<file path="src/rtl/top_k_collector.sv">
// Collects the held values of a top-k chain after a TLAST, streams them out
// over AXI-stream, then injects a clear marker into the chain head.
module top_k_collector #(
  parameter int INTEGER_SIZE = 32,
  parameter int K            = 8
) (
  input  logic                      clk,
  input  logic                      rst_n,
  input  logic [K*INTEGER_SIZE-1:0] reg_TDATA,
  input  logic [K-1:0]              reg_TVALID,
  input  logic                      chain_TVALID,
  input  logic                      chain_TLAST,
  output logic                      chain_TREADY,
  output logic [INTEGER_SIZE-1:0]   result_TDATA,
  output logic                      result_TVALID,
  output logic                      result_TLAST,
  input  logic                      result_TREADY,
  output logic [INTEGER_SIZE:0]     flush_TDATA,
  output logic                      flush_TVALID,
  input  logic                      flush_TREADY,
  output logic [15:0]               sets_done
);

  localparam int CW = $clog2(K + 1);

  typedef enum logic [1:0] {IDLE, DRAIN, FLUSH, WAIT} state_t;

  state_t                    state_q, state_d;
  logic [CW-1:0]             idx_q, idx_d;
  logic [CW-1:0]             count_q, count_d;
  logic [K*INTEGER_SIZE-1:0] snap_q, snap_d;
  logic [15:0]               sets_q, sets_d;
  logic [CW-1:0]             lead_ones;
  logic                      run;
  logic [INTEGER_SIZE-1:0]   word;
  logic                      last_beat;

  // Only the unbroken run of valid units from the head counts.
  always_comb begin
    lead_ones = '0;
    run       = 1'b1;
    for (int unsigned i = 0; i < K; i++) begin
      run = run & reg_TVALID[i];
      if (run) lead_ones = CW'(i + 1);
    end
  end

  always_comb begin
    word = '0;
    for (int unsigned i = 0; i < K; i++) begin
      if (idx_q == CW'(i)) word = snap_q[i*INTEGER_SIZE +: INTEGER_SIZE];
    end
  end

  assign last_beat = (count_q == '0) || (idx_q == count_q - CW'(1));
  assign sets_done = sets_q;

  always_ff @(posedge clk) begin
    if (!rst_n) begin
      state_q <= IDLE;
      idx_q   <= '0;
      count_q <= '0;
      snap_q  <= '0;
      sets_q  <= '0;
    end else begin
      state_q <= state_d;
      idx_q   <= idx_d;
      count_q <= count_d;
      snap_q  <= snap_d;
      sets_q  <= sets_d;
    end
  end

  always_comb begin
    state_d       = state_q;
    idx_d         = idx_q;
    count_d       = count_q;
    snap_d        = snap_q;
    sets_d        = sets_q;
    chain_TREADY  = 1'b0;
    result_TVALID = 1'b0;
    result_TLAST  = 1'b0;
    result_TDATA  = '0;
    flush_TVALID  = 1'b0;
    flush_TDATA   = '0;
    case (state_q)
      IDLE: begin
        chain_TREADY = 1'b1;
        if (chain_TVALID && chain_TLAST) begin
          snap_d  = reg_TDATA;
          count_d = lead_ones;
          idx_d   = '0;
          state_d = DRAIN;
        end
      end
      DRAIN: begin
        result_TVALID = 1'b1;
        result_TLAST  = last_beat;
        // An empty set still produces one zero beat so the consumer sees TLAST.
        result_TDATA  = (count_q == '0) ? '0 : word;
        if (result_TREADY) begin
          if (last_beat) begin
            idx_d   = '0;
            sets_d  = sets_q + 16'd1;
            state_d = FLUSH;
          end else begin
            idx_d = idx_q + CW'(1);
          end
        end
      end
      FLUSH: begin
        flush_TVALID = 1'b1;
        flush_TDATA  = {1'b1, {INTEGER_SIZE{1'b0}}};
        if (flush_TREADY) state_d = WAIT;
      end
      WAIT: begin
        state_d = IDLE;
      end
      default: begin
        state_d = IDLE;
      end
    endcase
  end

endmodule

</file>
<file path="config.mk">
export PLATFORM = sky130hd
export DESIGN_NAME = top_k_collector
export DESIGN_NICKNAME = d
export VERILOG_FILES = /design/src/rtl/top_k_collector.sv
export SDC_FILE = /design/constraint.sdc
export NUM_CORES = 1
export LEC_CHECK = 0
export BUFFER_PORTS_ARGS = -buffer_cell sky130_fd_sc_hd__buf_4
export CORE_MARGIN = 2
export CORE_UTILIZATION = 40
export CTS_CLUSTER_SIZE = 10
export DETAILED_ROUTE_END_ITERATION = 6
export SLEW_MARGIN = 25
export SYNTH_ARGS = -nofsm -noshare
export SYNTH_HDL_FRONTEND = slang
export SYNTH_SLANG_ARGS = --single-unit
</file>
<file path="constraint.sdc">
create_clock -name clk -period 4.11 [get_ports clk]
set_input_delay 0.2055 -clock clk [delete_from_list [all_inputs] [get_ports clk]]
set_output_delay 0.2055 -clock clk [all_outputs]
set_load 0.01 [all_outputs]
</file>
==> metrics.cfg, run 1 <==
[status]
status = finished, violations left
violations = hold timing

[place]
portBuffers = 322
place_hpwl_um = 29200
place_area_sq_um = 15100
place_ws_ns = 1.05
finalWeightedCongestion = 0.912
dp_cells = 2276

[power]
powerDensity_nw_per_um2 = 447
finalPower_mw = 8.21
vdd_drop_max_uv = 342
p_leak_nw = 7.00

[layout]
fin_nets = 2425
drive_gt1_share_pct = 18.2
layout_commonest_cell = nand2_1
diodes = 0
stdcell_area_sq_um = 18400
area_growth_pct = 45.5
layout.cells.non_filler = 2554
utilization_pct = 58.7
final_cell_mix = nand2_1, buf_4, a21oi_1, dfxtp_1, dlygate4sd3_1

[clock_network]
cts_tree = yes
clk_pin_slew_ns = 0.06
clock-sinks = 282
cts_buffers = 34
clockRootBuffer = clkbuf_16
cts_max_level = 2
cts_buffer_depth = 3
clock_latency_ns = 0.51

[synth]
yosysSeqAreaShare_pct = 44.7
syn_avg_cell_area_sq_um = 7.50
synth-compound-area-share_pct = 24.6
ys.warnings.count = 0
post-synth-top-area-cell = dfxtp_1
synth_top_cell_area_share_pct = 44.7
synth-simple-area-share_pct = 22.0
synth.area.mux_share_pct = 0.159
ys_types = 44
synth-adder-area-share_pct = 0.991
netlist_area_sq_um = 12600
synth_top_family_by_area = compound AO/OA/AOI/OAI gates
ys_ff_latch = 282
synth_cells = 1683
synthXorXnorAreaFrac_pct = 0.674
synthTopCellsByArea = dfxtp_1, nand2_1, a21oi_1

[setup_path]
crit_fanout = 35
rr_worst_depth = 6
critPathTopFamily = compound AO/OA/AOI/OAI gates
crit_chain = inv_1 -> ha_1 -> buf_4 -> nor2b_2 -> buf_4 -> a221oi_1 -> o32ai_1 -> a22oi_1 -> o21ai_0 -> buf_4
cp.depth = 10
crit_buf_inv = 4
crit_top_cell = buf_4
endpoint_kind = output pin
crit_type = flip-flop to output pin
required_ns = 3.90
crit_path_top_delay_cell = o32ai_1
start_kind = flip-flop
cp.arrival_ns = 3.40
slowest_delay_ns = 0.46

[detailed_routing]
antenna_left = 0
wire_per_inst_um = 17.7
dr.pass1.iters = 5
vias = 13600
viasPerCell = 5.33
wl_um = 45200
drc = 0
drt_iter0_drc = 890

[floorplan]
fp.dieH_um = 182
io_pins = 355
rows = 65
dieArea_sq_um = 33000
start_util_pct = 40.3
die_w_um = 182
core_sq_um = 31300

[global_routing]
grt_use_total_pct = 26.2
antenna_found_initial = 0
grt_pass1_vias = 13200
grt_max_degree = 166
grt_pass1_wl_um = 68800
grt_overflow_total = 0

[sta]
max_slew.worst_pin.slew_ns = 1.01
rsz0062_at_grt = false
fin_hold_ws_ns = -0.00403
setup_tns_ns = 0
fmax_mhz = 278
fin_crit_sh_pct = 87.6
setup-violations-final = 0
period_needed_ns = 3.60
fin_worst_skew_ns = 0.0243
fin_ws_ns = 0.508
maxSlewHeadroom_pct = 32.9
final-max-slew-violation-count = 0
hold_viol_final = 1

[hold_path]
hold_path_class = primary input to flip-flop
hold_depth = 3

[job]
maxCapViolations = 0

## final cells by class
type	instances	area (sq um)
Clock inverter	1	8.76
Timing Repair Buffer	575	4970
Fill cell	2825	12900
Tap cell	402	503
Sequential cell	282	5650
Clock buffer	42	912
Multi-Input combinational cell	1239	6270
Inverter	13	56.3
## cells in the mapped netlist (all sizes together)
master / instances
mux2i: 2
conb: 1
clkbuf: 141
clkinv: 1
nor2b: 68
a21oi: 311
a2111oi: 1
nand4: 4
xnor2: 6
or3b: 1
nand2b: 1
and2: 2
o21ai: 71
a21boi: 3
xor2: 1
nand2: 530
or3: 4
o21a: 1
or4: 13
o31ai: 13
buf: 39
nor4: 1
nor2: 11
a21o: 1
a31oi: 1
ha: 10
a311oi: 1
nand3: 10
and4: 2
xor3: 1
dfxtp: 282
inv: 12
a22oi: 63
nor3b: 1
and3: 4
a221oi: 32
o32ai: 31
nor3: 6
## logic make-up after synthesis
kind of cell,after synthesis
compound gates,529
xor+xnor,8
fa+ha+maj,10
buf+inv,193
flops,282
mux,2
other cells,1
simple gates,658
## worst min-delay path, delay by kind of cell
| kind | cells | cell delay [ns] |
|---|---|---|
| AND/OR/NAND/NOR | 1 | 0.07 |
| buffers and inverters | 1 | 0.11 |
| AO/OA/AOI/OAI | 1 | 0.07 |
## worst paths after layout
path	startpoint	end	slack [ns]
setup / recovery	idx_q[0]$_SDFFE_PN0P_	result_TDATA[8]	0.51
hold / removal	reg_TDATA[44]	snap_q[44]$_SDFFE_PN0P_	-0.004
setup reg to reg	state_q[0]$_SDFFE_PN0P_	snap_q[103]$_SDFFE_PN0P_	1.76
hold reg to reg	snap_q[159]$_SDFFE_PN0P_	snap_q[159]$_SDFFE_PN0P_	0.45
## repair_timing
item	4_1_cts	5_1_grt
hold endpoints to repair	233	2
buffers inserted	0	0
gates resized for setup	0	0
hold buffers	233	2
## sequential cells by signal, summed over array words and instances, names as in the netlist
register	count
snap_q	256
sets_done	16
count_q	4
idx_q	4
state_q	2
## power breakdown
part           switching, mW  internal [mW]
clock                   1.09           1.54
sequential             0.203           3.04
combinational           1.37          0.961
total                   2.66           5.54
## routing by layer
layer  up-vias  part of all wire [%]  global-route usage [%]  wire [um]
li1       6612                     -                       -          -
met1      6467                    39                    29.7      17600
met2       417                    53                    49.4      23800
met3       105                   4.6                    3.23       2060
met4         0                   3.9                    11.2       1760
met5         -                     0                       0          0
No activity file was read; power rests on OpenSTA's default activity.
==> run 2: changes to the inputs <==
--- a/config.mk
+++ b/config.mk
@@ -5,6 +5,7 @@
 export SDC_FILE = /design/constraint.sdc
 export NUM_CORES = 1
 export LEC_CHECK = 0
+export ABC_CLOCK_PERIOD_IN_PS = 4400
 export BUFFER_PORTS_ARGS = -buffer_cell sky130_fd_sc_hd__buf_4
 export CORE_MARGIN = 2
 export CORE_UTILIZATION = 40
@@ -14,3 +15,4 @@
 export SYNTH_ARGS = -nofsm -noshare
 export SYNTH_HDL_FRONTEND = slang
 export SYNTH_SLANG_ARGS = --single-unit
+export TNS_END_PERCENT = 30
==> constraint.sdc (replaced) <==
create_clock -name clk -period 4.4 [get_ports clk]
set_input_delay 0.22 -clock clk [delete_from_list [all_inputs] [get_ports clk]]
set_output_delay 0.22 -clock clk [all_outputs]
set_load 0.01 [all_outputs]
==> run 2 against run 1 <==
Against the previous run:
- the flow now finishes without violations
- sequential power decreased by 7.1%
- setup slack improved by 0.072 ns
- global-route usage is 0.13 points higher
- via count is 1.2% lower
- clock skew down 0.0090 ns
- cell count down 0.35%
- non-clock buffer count is 12 lower
- combinational power fell by 5%
- flip-flop and latch count did not move
- critical path type unchanged
- critical endpoint is now result_TDATA[28]
- largest power group unchanged
==> metrics.cfg, run 2 (synthesis results as in run 1) <==
[status]
status = finished clean  ; was finished, violations left

[sta]
fin_worst_skew_ns = 0.0153  ; was 0.0243 ns
setup-violations-final = 0  ; unchanged
fmax_mhz = 262
final-max-slew-violation-count = 0  ; unchanged
max_slew.worst_pin.slew_ns = 0.938  ; was 1.01 ns
rsz0062_at_grt = false  ; unchanged
maxSlewHeadroom_pct = 37.5  ; was 32.9%
fin_crit_sh_pct = 86.8
period_needed_ns = 3.82
setup_tns_ns = 0  ; unchanged
hold_viol_final = 0  ; was 1

[floorplan]
dieArea_sq_um = 33000  ; unchanged
rows = 65  ; unchanged
die_w_um = 182  ; unchanged
io_pins = 355  ; unchanged
core_sq_um = 31300  ; unchanged
fp.dieH_um = 182  ; unchanged
start_util_pct = 40.3  ; unchanged

[layout]
largest_reg_flops = 256  ; unchanged
max_flop_register = snap_q  ; unchanged
fillCellCount = 2905  ; was 2,825
final_cell_mix = nand2_1, buf_4, a21oi_1, dfxtp_1, dlygate4sd3_1  ; unchanged
stdcell_area_sq_um = 18300  ; was 18,400 sq um
utilization_pct = 58.3  ; was 58.7%
layout_commonest_cell = nand2_1  ; unchanged
multi_input_area_sq_um = 6280  ; was 6270 sq um
fin_nets = 2413  ; was 2,425
drive_gt1_share_pct = 18.3  ; was 18.2%
area_growth_pct = 44.6  ; was 45.5%
regArea_sq_um = 5650  ; unchanged

[setup_path]
cp.arrival_ns = 3.60  ; was 3.40 ns
crit_top_cell = buf_4  ; unchanged
reg2reg_to = sets_done[8]$_SDFFE_PN0P_  ; was snap_q[103]$_SDFFE_PN0P_
endpoint_kind = output pin  ; unchanged
crit_path_start = idx_q[0]$_SDFFE_PN0P_  ; unchanged
critPathTopFamily = compound AO/OA/AOI/OAI gates  ; unchanged
crit_path_top_delay_cell = ha_2  ; was o32ai_1
r2r-start = idx_q[3]$_SDFFE_PN0P_  ; was state_q[0]$_SDFFE_PN0P_
crit_chain = ha_2 -> buf_4 -> a221oi_1 -> o32ai_1 -> a22oi_1 -> o21ai_0 -> buf_4  ; was inv_1 -> ha_1 -> buf_4 -> nor2b_2 -> buf_4 -> a221oi_1 -> o32ai_1 -> a22oi_1 -> o21ai_0 -> buf_4
crit_type = flip-flop to output pin  ; unchanged
crit_fanout = 35  ; unchanged
rr_worst_depth = 5  ; was 6
crit_buf_inv = 2  ; was 4
start_kind = flip-flop  ; unchanged
required_ns = 4.18  ; was 3.90 ns
reg2reg_slack_ns = 1.90  ; was 1.76 ns
slowest_delay_ns = 0.74  ; was 0.46 ns

[power]
powerDensity_nw_per_um2 = 423  ; was 447 nW/um^2
netSwitchingFraction_pct = 32.9  ; was 32.5%
p_leak_nw = 6.94  ; was 7.00 nW
cell_internal_pwr_mw = 5.18  ; was 5.54 mW
clockPowerShare_pct = 32.1  ; was 32.0%
power_frac_seq_pct = 39.1  ; was 39.6%
vdd_drop_max_uv = 243  ; was 342 uV
power_frac_comb_pct = 28.8  ; was 28.4%
netSwitchingPower_mw = 2.54  ; was 2.66 mW

[detailed_routing]
viasPerCell = 5.28  ; was 5.33
antenna_left = 0  ; unchanged
wire_per_inst_um = 17.8  ; was 17.7 um
drt_iter0_drc = 1034  ; was 890
drc = 0  ; unchanged
dr.pass1.iters = 5  ; unchanged
vias = 13400  ; was 13,600
wl_um = 45400  ; was 45,200 um

[clock_network]
cts_buffer_depth = 3  ; unchanged
cts_max_level = 2  ; unchanged
ctsResizeCount = 0  ; unchanged
clockRootBuffer = clkbuf_16  ; unchanged
cts_buffers = 34  ; unchanged
clk_pin_slew_ns = 0.05  ; was 0.06 ns
cts_tree = yes  ; unchanged
cts_setup_buffers = 0  ; unchanged
clock-sinks = 282  ; unchanged
clock_latency_ns = 0.51  ; about the same

[place]
finalWeightedCongestion = 0.822  ; was 0.912
place_hpwl_um = 29700  ; was 29,200 um
portBuffers = 322  ; unchanged
place_area_sq_um = 15100  ; about the same

[hold_path]
hold_depth = 3  ; unchanged
hp-start = reg_TDATA[26]  ; was reg_TDATA[44]
holdPathEnd = snap_q[26]$_SDFFE_PN0P_  ; was snap_q[44]$_SDFFE_PN0P_
hold_path_class = primary input to flip-flop  ; unchanged

[global_routing]
grt_max_degree = 187  ; was 166
grt_pass1_vias = 13200  ; about the same
grt_pass1_wl_um = 69300  ; was 68,800 um
grt_overflow_total = 0  ; unchanged
grt_use_total_pct = 26.3  ; was 26.2%
antenna_found_initial = 3  ; was 0

[job]
maxCapViolations = 0  ; unchanged

==> run 2: cell types whose count changed in the layout (fill, tap and decap cells not counted), sizes merged <==
cell	previous run	this run
inv	14	13
buf	340	338
dlygate4sd3	235	225
diode	0	4
clkbuf	42	41
clkinv	0	1
==> run 2: area by class of cell <==
cell class              count  area share, %
multi-input cells        1239           34.4
flip-flops and latches    282           30.9
repair buffers            563           26.4
clock buffers              41           5.03
well taps                 402           2.76
inverters                  13          0.336
diodes                      4         0.0548
clock inverters             1         0.0480
==> run 2: worst register-to-register path, stage by stage, from the launching register on <==
cell and delay (ns):
dfxtp_2 0.88, xor2_1 0.17, xnor2_1 0.37, a21oi_4 0.27, or4_1 0.56, a21oi_1 0.16
==> run 2: power by group through the flow <==
stage               Sequential (mW)  Combinational, mW  Clock [mW]
global route                   3.04               2.44        2.62
floorplan                      3.01               1.36           0
CTS                            3.01               2.23        2.52
finish                         3.02               2.22        2.48
detailed placement             3.07               2.06           0
global placement               3.06               2.04           0
==> run 2: worst max path at each step <==
stage	end	slack, ns	cells past startpoint
6_report	result_TDATA[28]	0.58	7
2_1_floorplan	result_TDATA[10]	2.21	7
5_1_grt	result_TDATA[19]	0.40	6
4_1_cts	result_TDATA[28]	0.56	7
3_5_place_dp	result_TDATA[28]	1.09	7
3_3_place_gp	result_TDATA[30]	1.12	7
==> run 2: per-stage QoR <==
stage	hold slack, ns	instances	total power, mW	setup slack, ns
after detailed placement	0.447	2274	5.13	1.09
after CTS	0.00246	2541	7.76	0.560
after global routing	0.00412	2544	8.10	0.396
after floorplan	0.356	1714	4.37	2.21
final	0.00955	2545	7.72	0.580
after global placement	0.443	2274	5.10	1.12
==> run 2: what timing repair did <==
item,4_1_cts,5_1_grt
setup endpoints to repair,0,0
hold buffers,225,0
hold endpoints to repair,225,0
==> run 2: routing by layer <==
layer	vias up	track usage, %	wire (um)
li1	6580	-	-
met1	6338	31.0	18000
met2	423	48.2	23500
met3	102	3.73	2300
met4	0	10.3	1580
met5	-	0	0
